`config.mk`:
```
export PLATFORM = sky130hd
export DESIGN_NAME = disp_share_ctrl_flat
export DESIGN_NICKNAME = d
export VERILOG_FILES = /design/src/rtl/disp_share_ctrl_if.sv /design/src/rtl/disp_share_ctrl.sv /design/src/flat_wrapper.sv
export SDC_FILE = /design/constraint.sdc
export NUM_CORES = 1
export LEC_CHECK = 0
export CAP_MARGIN = 20
export CORE_AREA = 2 2 86 130
export DETAILED_ROUTE_END_ITERATION = 10
export DIE_AREA = 0 0 88 132
export GPL_TIMING_DRIVEN = 0
export HOLD_SLACK_MARGIN = 0.12
export REMOVE_ABC_BUFFERS = 1
export SETUP_SLACK_MARGIN = 0.3
export SLEW_MARGIN = 20
export SYNTH_ARGS = -nofsm -noshare
export SYNTH_HDL_FRONTEND = slang
export SYNTH_SLANG_ARGS = --single-unit
```
`constraint.sdc`:
```
create_clock -name clk -period 2.1 [get_ports clk]
set_input_delay 0.21 -clock clk [delete_from_list [all_inputs] [get_ports clk]]
set_output_delay 0.21 -clock clk [all_outputs]
set_load 0.005 [all_outputs]
```
`src/rtl/disp_share_ctrl_if.sv`:
```
// Write-request bus between the two digit producers and the display controller.
// A requester holds req with idx/data until it sees its one-cycle gnt pulse.
interface disp_share_ctrl_if #(
  parameter int DW = 4
);
  logic [1:0]    req;
  logic [1:0]    idx0;
  logic [1:0]    idx1;
  logic [DW-1:0] data0;
  logic [DW-1:0] data1;
  logic [1:0]    gnt;

  modport master (output req, idx0, idx1, data0, data1, input gnt);
  modport slave  (input req, idx0, idx1, data0, data1, output gnt);
endinterface

```
`src/rtl/disp_share_ctrl.sv`:
```
// 4-digit seven-segment controller: round-robin shared digit register file plus prescaled scan.
// Define SCAN_BLANK_EN to insert an all-off blank phase before each digit is driven.
module disp_share_ctrl #(
  parameter int DW    = 4,
  parameter int PRE_W = 26
) (
  input  logic                clk,
  input  logic                rst_n,
  disp_share_ctrl_if.slave    bus,
  input  logic [1:0]          speed_sel,
  input  logic                speed_stb,
  output logic [3:0]          grounds,
  output logic [1:0]          scan_idx,
  output logic [DW-1:0]       digit_val
);

  logic [3:0][DW-1:0] digit_q, digit_d;
  logic [1:0]         gnt_q, gnt_d;
  logic               last_q, last_d;
  logic [1:0]         elig;
  logic               wr_sel;

  logic [PRE_W-1:0]   pre_q, pre_d;
  logic [1:0]         speed_q, speed_d;
  logic               tap, tap_d_q, tick;
  logic [1:0]         scan_idx_q, scan_idx_d;
  logic [3:0]         grounds_q, grounds_d;
`ifdef SCAN_BLANK_EN
  logic               blank_q, blank_d;
`endif

  // A requester that was granted last cycle is masked so its held req cannot write twice.
  always_comb begin
    elig    = bus.req & ~gnt_q;
    wr_sel  = 1'b0;
    case (elig)
      2'b10:   wr_sel = 1'b1;
      2'b11:   wr_sel = ~last_q;
      default: wr_sel = 1'b0;
    endcase
    gnt_d   = '0;
    last_d  = last_q;
    digit_d = digit_q;
    if (|elig) begin
      gnt_d[wr_sel] = 1'b1;
      last_d        = wr_sel;
      if (wr_sel) digit_d[bus.idx1] = bus.data1;
      else        digit_d[bus.idx0] = bus.data0;
    end
  end

  always_comb begin
    case (speed_q)
      2'd1:    tap = pre_q[19];
      2'd2:    tap = pre_q[25];
      default: tap = pre_q[15];
    endcase
    tick       = tap & ~tap_d_q;
    pre_d      = pre_q + PRE_W'(1);
    speed_d    = speed_stb ? speed_sel : speed_q;
    scan_idx_d = scan_idx_q;
    grounds_d  = grounds_q;
`ifdef SCAN_BLANK_EN
    // The index moves on entry to blank so the drive phase already shows the next digit.
    blank_d = blank_q;
    if (tick) begin
      blank_d = ~blank_q;
      if (!blank_q) begin
        scan_idx_d = scan_idx_q + 2'd1;
        grounds_d  = 4'b1111;
      end else begin
        grounds_d  = ~(4'b0001 << scan_idx_q);
      end
    end
`else
    if (tick) begin
      scan_idx_d = scan_idx_q + 2'd1;
      grounds_d  = {grounds_q[2:0], grounds_q[3]};
    end
`endif
  end

  always_ff @(posedge clk or negedge rst_n) begin
    if (!rst_n) begin
      digit_q    <= '0;
      gnt_q      <= '0;
      last_q     <= 1'b1;
      pre_q      <= '0;
      speed_q    <= '0;
      tap_d_q    <= 1'b0;
      scan_idx_q <= '0;
      grounds_q  <= 4'b1110;
`ifdef SCAN_BLANK_EN
      blank_q    <= 1'b0;
`endif
    end else begin
      digit_q    <= digit_d;
      gnt_q      <= gnt_d;
      last_q     <= last_d;
      pre_q      <= pre_d;
      speed_q    <= speed_d;
      tap_d_q    <= tap;
      scan_idx_q <= scan_idx_d;
      grounds_q  <= grounds_d;
`ifdef SCAN_BLANK_EN
      blank_q    <= blank_d;
`endif
    end
  end

  assign bus.gnt   = gnt_q;
  assign grounds   = grounds_q;
  assign scan_idx  = scan_idx_q;
  assign digit_val = digit_q[scan_idx_q];

endmodule

```
`src/flat_wrapper.sv`:
```
// flat-port wrapper written by rule: the top's interface ports become plain ports
module disp_share_ctrl_flat 
#(
  parameter int DW    = 4,
  parameter int PRE_W = 26
)
  (clk, rst_n, speed_sel, speed_stb, grounds, scan_idx, digit_val, bus_req, bus_idx0, bus_idx1, bus_data0, bus_data1, bus_gnt);
  disp_share_ctrl_if #(.DW(DW)) bus_i ();
  input  logic clk;
  input  logic rst_n;
  input  logic [1:0] speed_sel;
  input  logic speed_stb;
  output logic [3:0] grounds;
  output logic [1:0] scan_idx;
  output logic [DW-1:0] digit_val;
  input wire logic [$bits(bus_i.req)-1:0] bus_req;
  input wire logic [$bits(bus_i.idx0)-1:0] bus_idx0;
  input wire logic [$bits(bus_i.idx1)-1:0] bus_idx1;
  input wire logic [$bits(bus_i.data0)-1:0] bus_data0;
  input wire logic [$bits(bus_i.data1)-1:0] bus_data1;
  output wire logic [$bits(bus_i.gnt)-1:0] bus_gnt;
  assign bus_i.req = bus_req;
  assign bus_i.idx0 = bus_idx0;
  assign bus_i.idx1 = bus_idx1;
  assign bus_i.data0 = bus_data0;
  assign bus_i.data1 = bus_data1;
  assign bus_gnt = bus_i.gnt;
  disp_share_ctrl #(.DW(DW), .PRE_W(PRE_W)) u_core (.clk(clk), .rst_n(rst_n), .bus(bus_i), .speed_sel(speed_sel), .speed_stb(speed_stb), .grounds(grounds), .scan_idx(scan_idx), .digit_val(digit_val));
endmodule
```
Word level (Yosys, flattened, before mapping)
Cells that the tools add are included.
Word-level totals
  register bits after elaboration: 54
  latch bits: 0
  bits in writable memories: 0
  bits in read-only memories: 0
  logic and storage cells: 47
  memories kept: 0
Cells by class
  add/sub/neg operators: 2
  $mul: 0
  divide/modulo/power cells: 0
  order comparisons: 7
  equality and inequality tests: 4
  shifts and indexed selects: 0
  mux-type cells: 14
  bitwise gates (word level): 5
  reductions and logical operators: 4
Operators with widths (count)
  16-bit bitwise mux: 2
  26-bit by 1-bit adder with 26-bit output, second input constant: 1
  4-bit demux with 2-bit select: 2
  16-bit two-way mux: 1
  4-bit two-way mux: 3
  2-bit by 3-bit less-than comparator with 1-bit output, second input constant: 3
  4-bit binary-select mux with 2-bit select: 1
  2-bit == test, second input constant: 3
  2-bit by 1-bit greater-or-equal comparator with 1-bit output, second input constant: 2
  1-bit case mux with 2 select lines: 2
  1-bit logical AND: 3
  2-bit by 1-bit adder with 2-bit output, second input constant: 1
  2-bit bitwise AND: 1
  2-bit by 1-bit == test with 1-bit output, second input constant: 1
  1-bit by 2-bit less-than comparator with 1-bit output, second input constant: 1
  2-bit two-way mux: 1
  1-bit inverter: 2
  2-bit inverter: 1
  2-bit OR reduction: 1
  1-bit bitwise AND: 1
  1-bit demux with 1-bit select: 1
  1-bit greater-or-equal comparator, second input constant: 1
  1-bit two-way mux: 1

Logic depth before layout (Yosys ltp)
  word-level depth: 9
  mapped depth: 6
  mapped depth without buffers: 6

Least setup slack after synthesis
No wires, ideal clock.
  path kind: register -> register
  from: reg u_core.speed_q[0]
  to: reg u_core.grounds_q[0], in the netlist u_core.grounds[0]
  library setup time: 0.125 ns
  arrival time: 1.503 ns
  slack: 0.472 ns
  cell stages (with the launch flop): 6
  path buffers: 0
  clock period less this slack: 1.628 ns
  path through: dfrtp_1 -> inv_1 -> ha_1 -> nor2b_1 -> a211oi_4 -> mux2_2
Between the ends
  cells in the longest elaborated chain, start to end: 3
  elaborated cells between the ends (all ways): 4
RTL lines
  from (decl): RTL line disp_share_ctrl.sv:24  | logic [1:0] speed_q, speed_d;
  from (signal assigned): RTL line disp_share_ctrl.sv:101  | speed_q <= speed_d;
  2-bit == test or 2-bit by 1-bit == test with 1-bit output (tied branches): RTL line disp_share_ctrl.sv:53  | case (speed_q)
  1-bit case mux with 2 select lines (*): RTL line disp_share_ctrl.sv:53
  1-bit bitwise AND (*): RTL line disp_share_ctrl.sv:58  | tick = tap & ~tap_d_q;
  to (signal assigned): RTL line disp_share_ctrl.sv:104  | grounds_q <= grounds_d;
  to (decl): RTL line disp_share_ctrl.sv:27  | logic [3:0] grounds_q, grounds_d;
Mark *: on every way between the ends. The rest lies on a longest branch, timed or not.
A chain may end at the register's enable or synchronous reset.

Worst setup path after layout
  from: reg u_core.scan_idx_q[0], in the netlist u_core.scan_idx[0]
  to: out digit_val[2]
Between the ends
  cells in the longest elaborated chain, start to end: 2
RTL lines
  from (decl): RTL line disp_share_ctrl.sv:26  | logic [1:0] scan_idx_q, scan_idx_d;
  from (signal assigned): RTL line disp_share_ctrl.sv:103  | scan_idx_q <= scan_idx_d;
  4-bit binary-select mux with 2-bit select: RTL line disp_share_ctrl.sv:114  | assign digit_val = digit_q[scan_idx_q];
  4-bit two-way mux (not written as such): RTL line disp_share_ctrl.sv:114
  to (decl): RTL line flat_wrapper.sv:15  | output logic [DW-1:0] digit_val;
Every way passes these cells. The select of a mux whose other input is x is not followed.

==> flow_metrics.env <==
export IMPL_outcome="completed"
export IMPL_rr_endpoint="u_core.digit_q[0]$_DFFE_PN0P_"
export IMPL_die_h_um=132
export IMPL_rrSetupSlack_ns=0.31
export IMPL_cts_tree="yes"
export IMPL_vias=1788
export IMPL_htree_levels=2
export IMPL_ir_worst_vdd_mv=0.345
export IMPL_grtUsageMet3_pct=2.32
export IMPL_period_share_pct=86.3
export IMPL_design_die_area_um2=11600
export IMPL_synth_area_um2=2570
export IMPL_start_util_pct=24.7
export IMPL_area_growth_pct=26.8
export IMPL_use_met1_pct=11.0
export IMPL_hp_class="input pin to asynchronous set/reset pin"
export IMPL_p_leak_nw=1.36
export IMPL_grt_util_all_layers_pct=9.78
export IMPL_period_needed_ns=1.81
export IMPL_rows=46
export IMPL_path_max_fanout=5
export IMPL_met2_usage_pct=17.2
export IMPL_io_buffers=30
export IMPL_yosysUniqueCellTypes=37
export IMPL_grt_pass1_vias=1905
export IMPL_gp_congestion=0.867
export IMPL_crit_start="u_core.scan_idx[0]$_DFFE_PN0P_"
export IMPL_fmax_ghz=0.552
export IMPL_powerDensity_nw_per_um2=932
export IMPL_endpoint="digit_val[2]"
export IMPL_cp_start_kind="flop"
export IMPL_crit_type="flop to primary output"
export IMPL_clockBufferDepth=2
export IMPL_dp_hpwl_mm=3.91
export IMPL_maxSlewHeadroom_pct=55.2
export IMPL_cp_arrival_ns=1.60
export IMPL_wirelength_mm=5.36
export IMPL_yosysTopAreaCell="dfrtp_1"
export IMPL_rsz0062_at_grt="true"
export IMPL_clk_pin_slew_ns=0.07
export IMPL_grt_overflow=0
export IMPL_yosys_warnings=0
export IMPL_wl_per_cell_um=13.7
export IMPL_synth_avg_cell_area_um2=12.4
export IMPL_synth_edff_count=0
export IMPL_synth_ff_type="dfrtp_1"
export IMPL_first_pass_iters=4
export IMPL_ant_nets=0
export IMPL_grt_pass1_wl_mm=9.07
export IMPL_io_pins=31
export IMPL_reg2regPathDepth=4
export IMPL_async_flop_share_pct=100
export IMPL_drt_iter0_markers=90
export IMPL_tightest_slew_ns=0.672
export IMPL_crit_required_ns=1.89
export IMPL_drive_gt1_share_pct=17.3
export IMPL_finalMaxSlewViolations=0
export IMPL_clockRootBuffer="clkbuf_16"
export IMPL_clkSinkCount=54
export IMPL_max_cap_viol_count=0
export IMPL_hold_violations=0
export IMPL_synth_seq_area_share_pct=52.7
export IMPL_synth_common_cells="dfrtp_1 (50), xnor2_1 (18), a22oi_1 (17), o2bb2ai_1 (16), nand2_1 (13)"
export IMPL_cts_buffers_inserted=5
export IMPL_synth_top_area_share_pct=48.6
export IMPL_reg2reg_from="u_core.last_q$_DFFE_PN1P_"
export IMPL_synth_most_common_cell="dfrtp_1"
export IMPL_antenna_found_initial=0
export IMPL_route_detailed_drc=0
export IMPL_antenna_cells=0
export IMPL_synth_area_leaders="dfrtp_1 (49%), xnor2_1 (6.1%), o2bb2ai_1 (5.4%), a22oi_1 (5.0%), dfstp_2 (4.1%)"
export IMPL_setup_viol=0
export IMPL_vias_per_cell=4.56
export IMPL_finClkSkew_ns=0.00668
export IMPL_nets=269
export IMPL_placed_cell_area_um2=3030
export IMPL_fp_dieW_um=88
export IMPL_core_area_um2=10400
export IMPL_grt_busiest_layer="met2"
export IMPL_synth_cells=208
export IMPL_final_area_um2=3260
export IMPL_critPathCaptureType="primary output"
export IMPL_synth_seq_cells=54
export IMPL_grt_max_degree=55
export IMPL_total_power_mw=3.04
export IMPL_fillers=1077
export IMPL_clk_latency_ns=0.30
## per-stage QoR
stage	TNS, ns	cells	hold WS (ns)	worst slack (ns)	utilization (%)
after floorplan	0	204	-0.0856	0.472	-
after global placement	-37.69	378	0.452	-0.742	29.1
after detailed placement	0	378	0.296	0.0216	29.1
after CTS	0	391	0.468	0.233	31.2
after global routing	0	392	0.481	0.213	31.3
final	0	392	0.470	0.287	31.3
## cell families after synthesis
logic type      Yosys count  synth area share (%)
flops                    54                  52.7
buf+inv                  10                  1.60
simple gates             61                  16.3
compound gates           46                  13.8
xor+xnor                 26                  8.85
fa+ha+maj                 3                  1.46
mux                       8                  5.25
## layout by cell type (no fill, tap or decap), types with 2 or more instances in the layout
master	instances
o2bb2ai_1	16
xnor2_1	18
nand4_1	5
dlygate4sd2_1	2
and3_1	2
nor2b_1	2
nor2_1	9
a21oi_1	3
nand3_1	10
a22oi_1	17
buf_4	5
mux4_2	4
xor2_1	8
mux2_2	4
nand2_1	13
nor4_4	2
clkdlybuf4s50_1	25
dfrtp_1	49
o21ai_1	4
ha_1	3
nand2b_1	3
nor4b_4	2
o21ai_0	3
and4_1	2
inv_1	6
clkbuf_16	5
dfstp_2	4
## area by class of cell
cell class	instances	area, um^2	share of cell area, %
clock buffers	5	125	3.83
multi-input cells	144	1190	36.4
inverters	6	22.5	0.690
repair buffers	36	342	10.5
well taps	144	180	5.52
clock inverters	3	48.8	1.50
flip-flops and latches	54	1360	41.6
## critical path, cell delays in order (launching register included)
cell and delay, ns:
dfrtp_2 0.43, buf_4 0.13, mux4_2 0.47, dlygate4sd2_1 0.28
## worst min path at each step
stage	to	slack, ns
3_5_place_dp	u_core.pre_q[22]$_DFF_PN0_	0.30
4_1_cts	u_core.speed_q[1]$_DFFE_PN0P_	0.47
5_1_grt	u_core.pre_q[22]$_DFF_PN0_	0.48
6_report	u_core.pre_q[22]$_DFF_PN0_	0.47
2_1_floorplan	u_core.bus.gnt[0]$_DFF_PN0_	-0.09
3_3_place_gp	u_core.pre_q[22]$_DFF_PN0_	0.45
## registers in the layout, indices dropped and copies added (netlist names)
name,flops
u_core.tap_d_q,1
u_core.speed_q,2
u_core.bus.gnt,2
u_core.scan_idx,2
u_core.digit_q,16
u_core.grounds,4
u_core.pre_q,26
u_core.last_q,1
## metal layers
metal  share of wire (%)  up-vias
met4                 2.2        0
met1                  40      884
met5                   0        -
met3                 4.3       12
li1                    -      850
met2                  54       42
## report_power, final
| group | switching (mW) | leakage [nW] | internal [mW] |
|---|---|---|---|
| logic | 0.299 | 0.592 | 0.444 |
| clock network | 0.381 | 0.0819 | 0.571 |
| registers | 0.134 | 0.687 | 1.21 |
## timing repair
action | 4_1_cts | 5_1_grt
endpoints found under the hold margin | 50 | 0
hold buffers | 1 | 0
setup buffers | 4 | 1
pin swaps | 2 | 1
gates resized for setup | 8 | 6
endpoints found under the setup margin | 15 | 20
(Power assumes the default switching activity.)
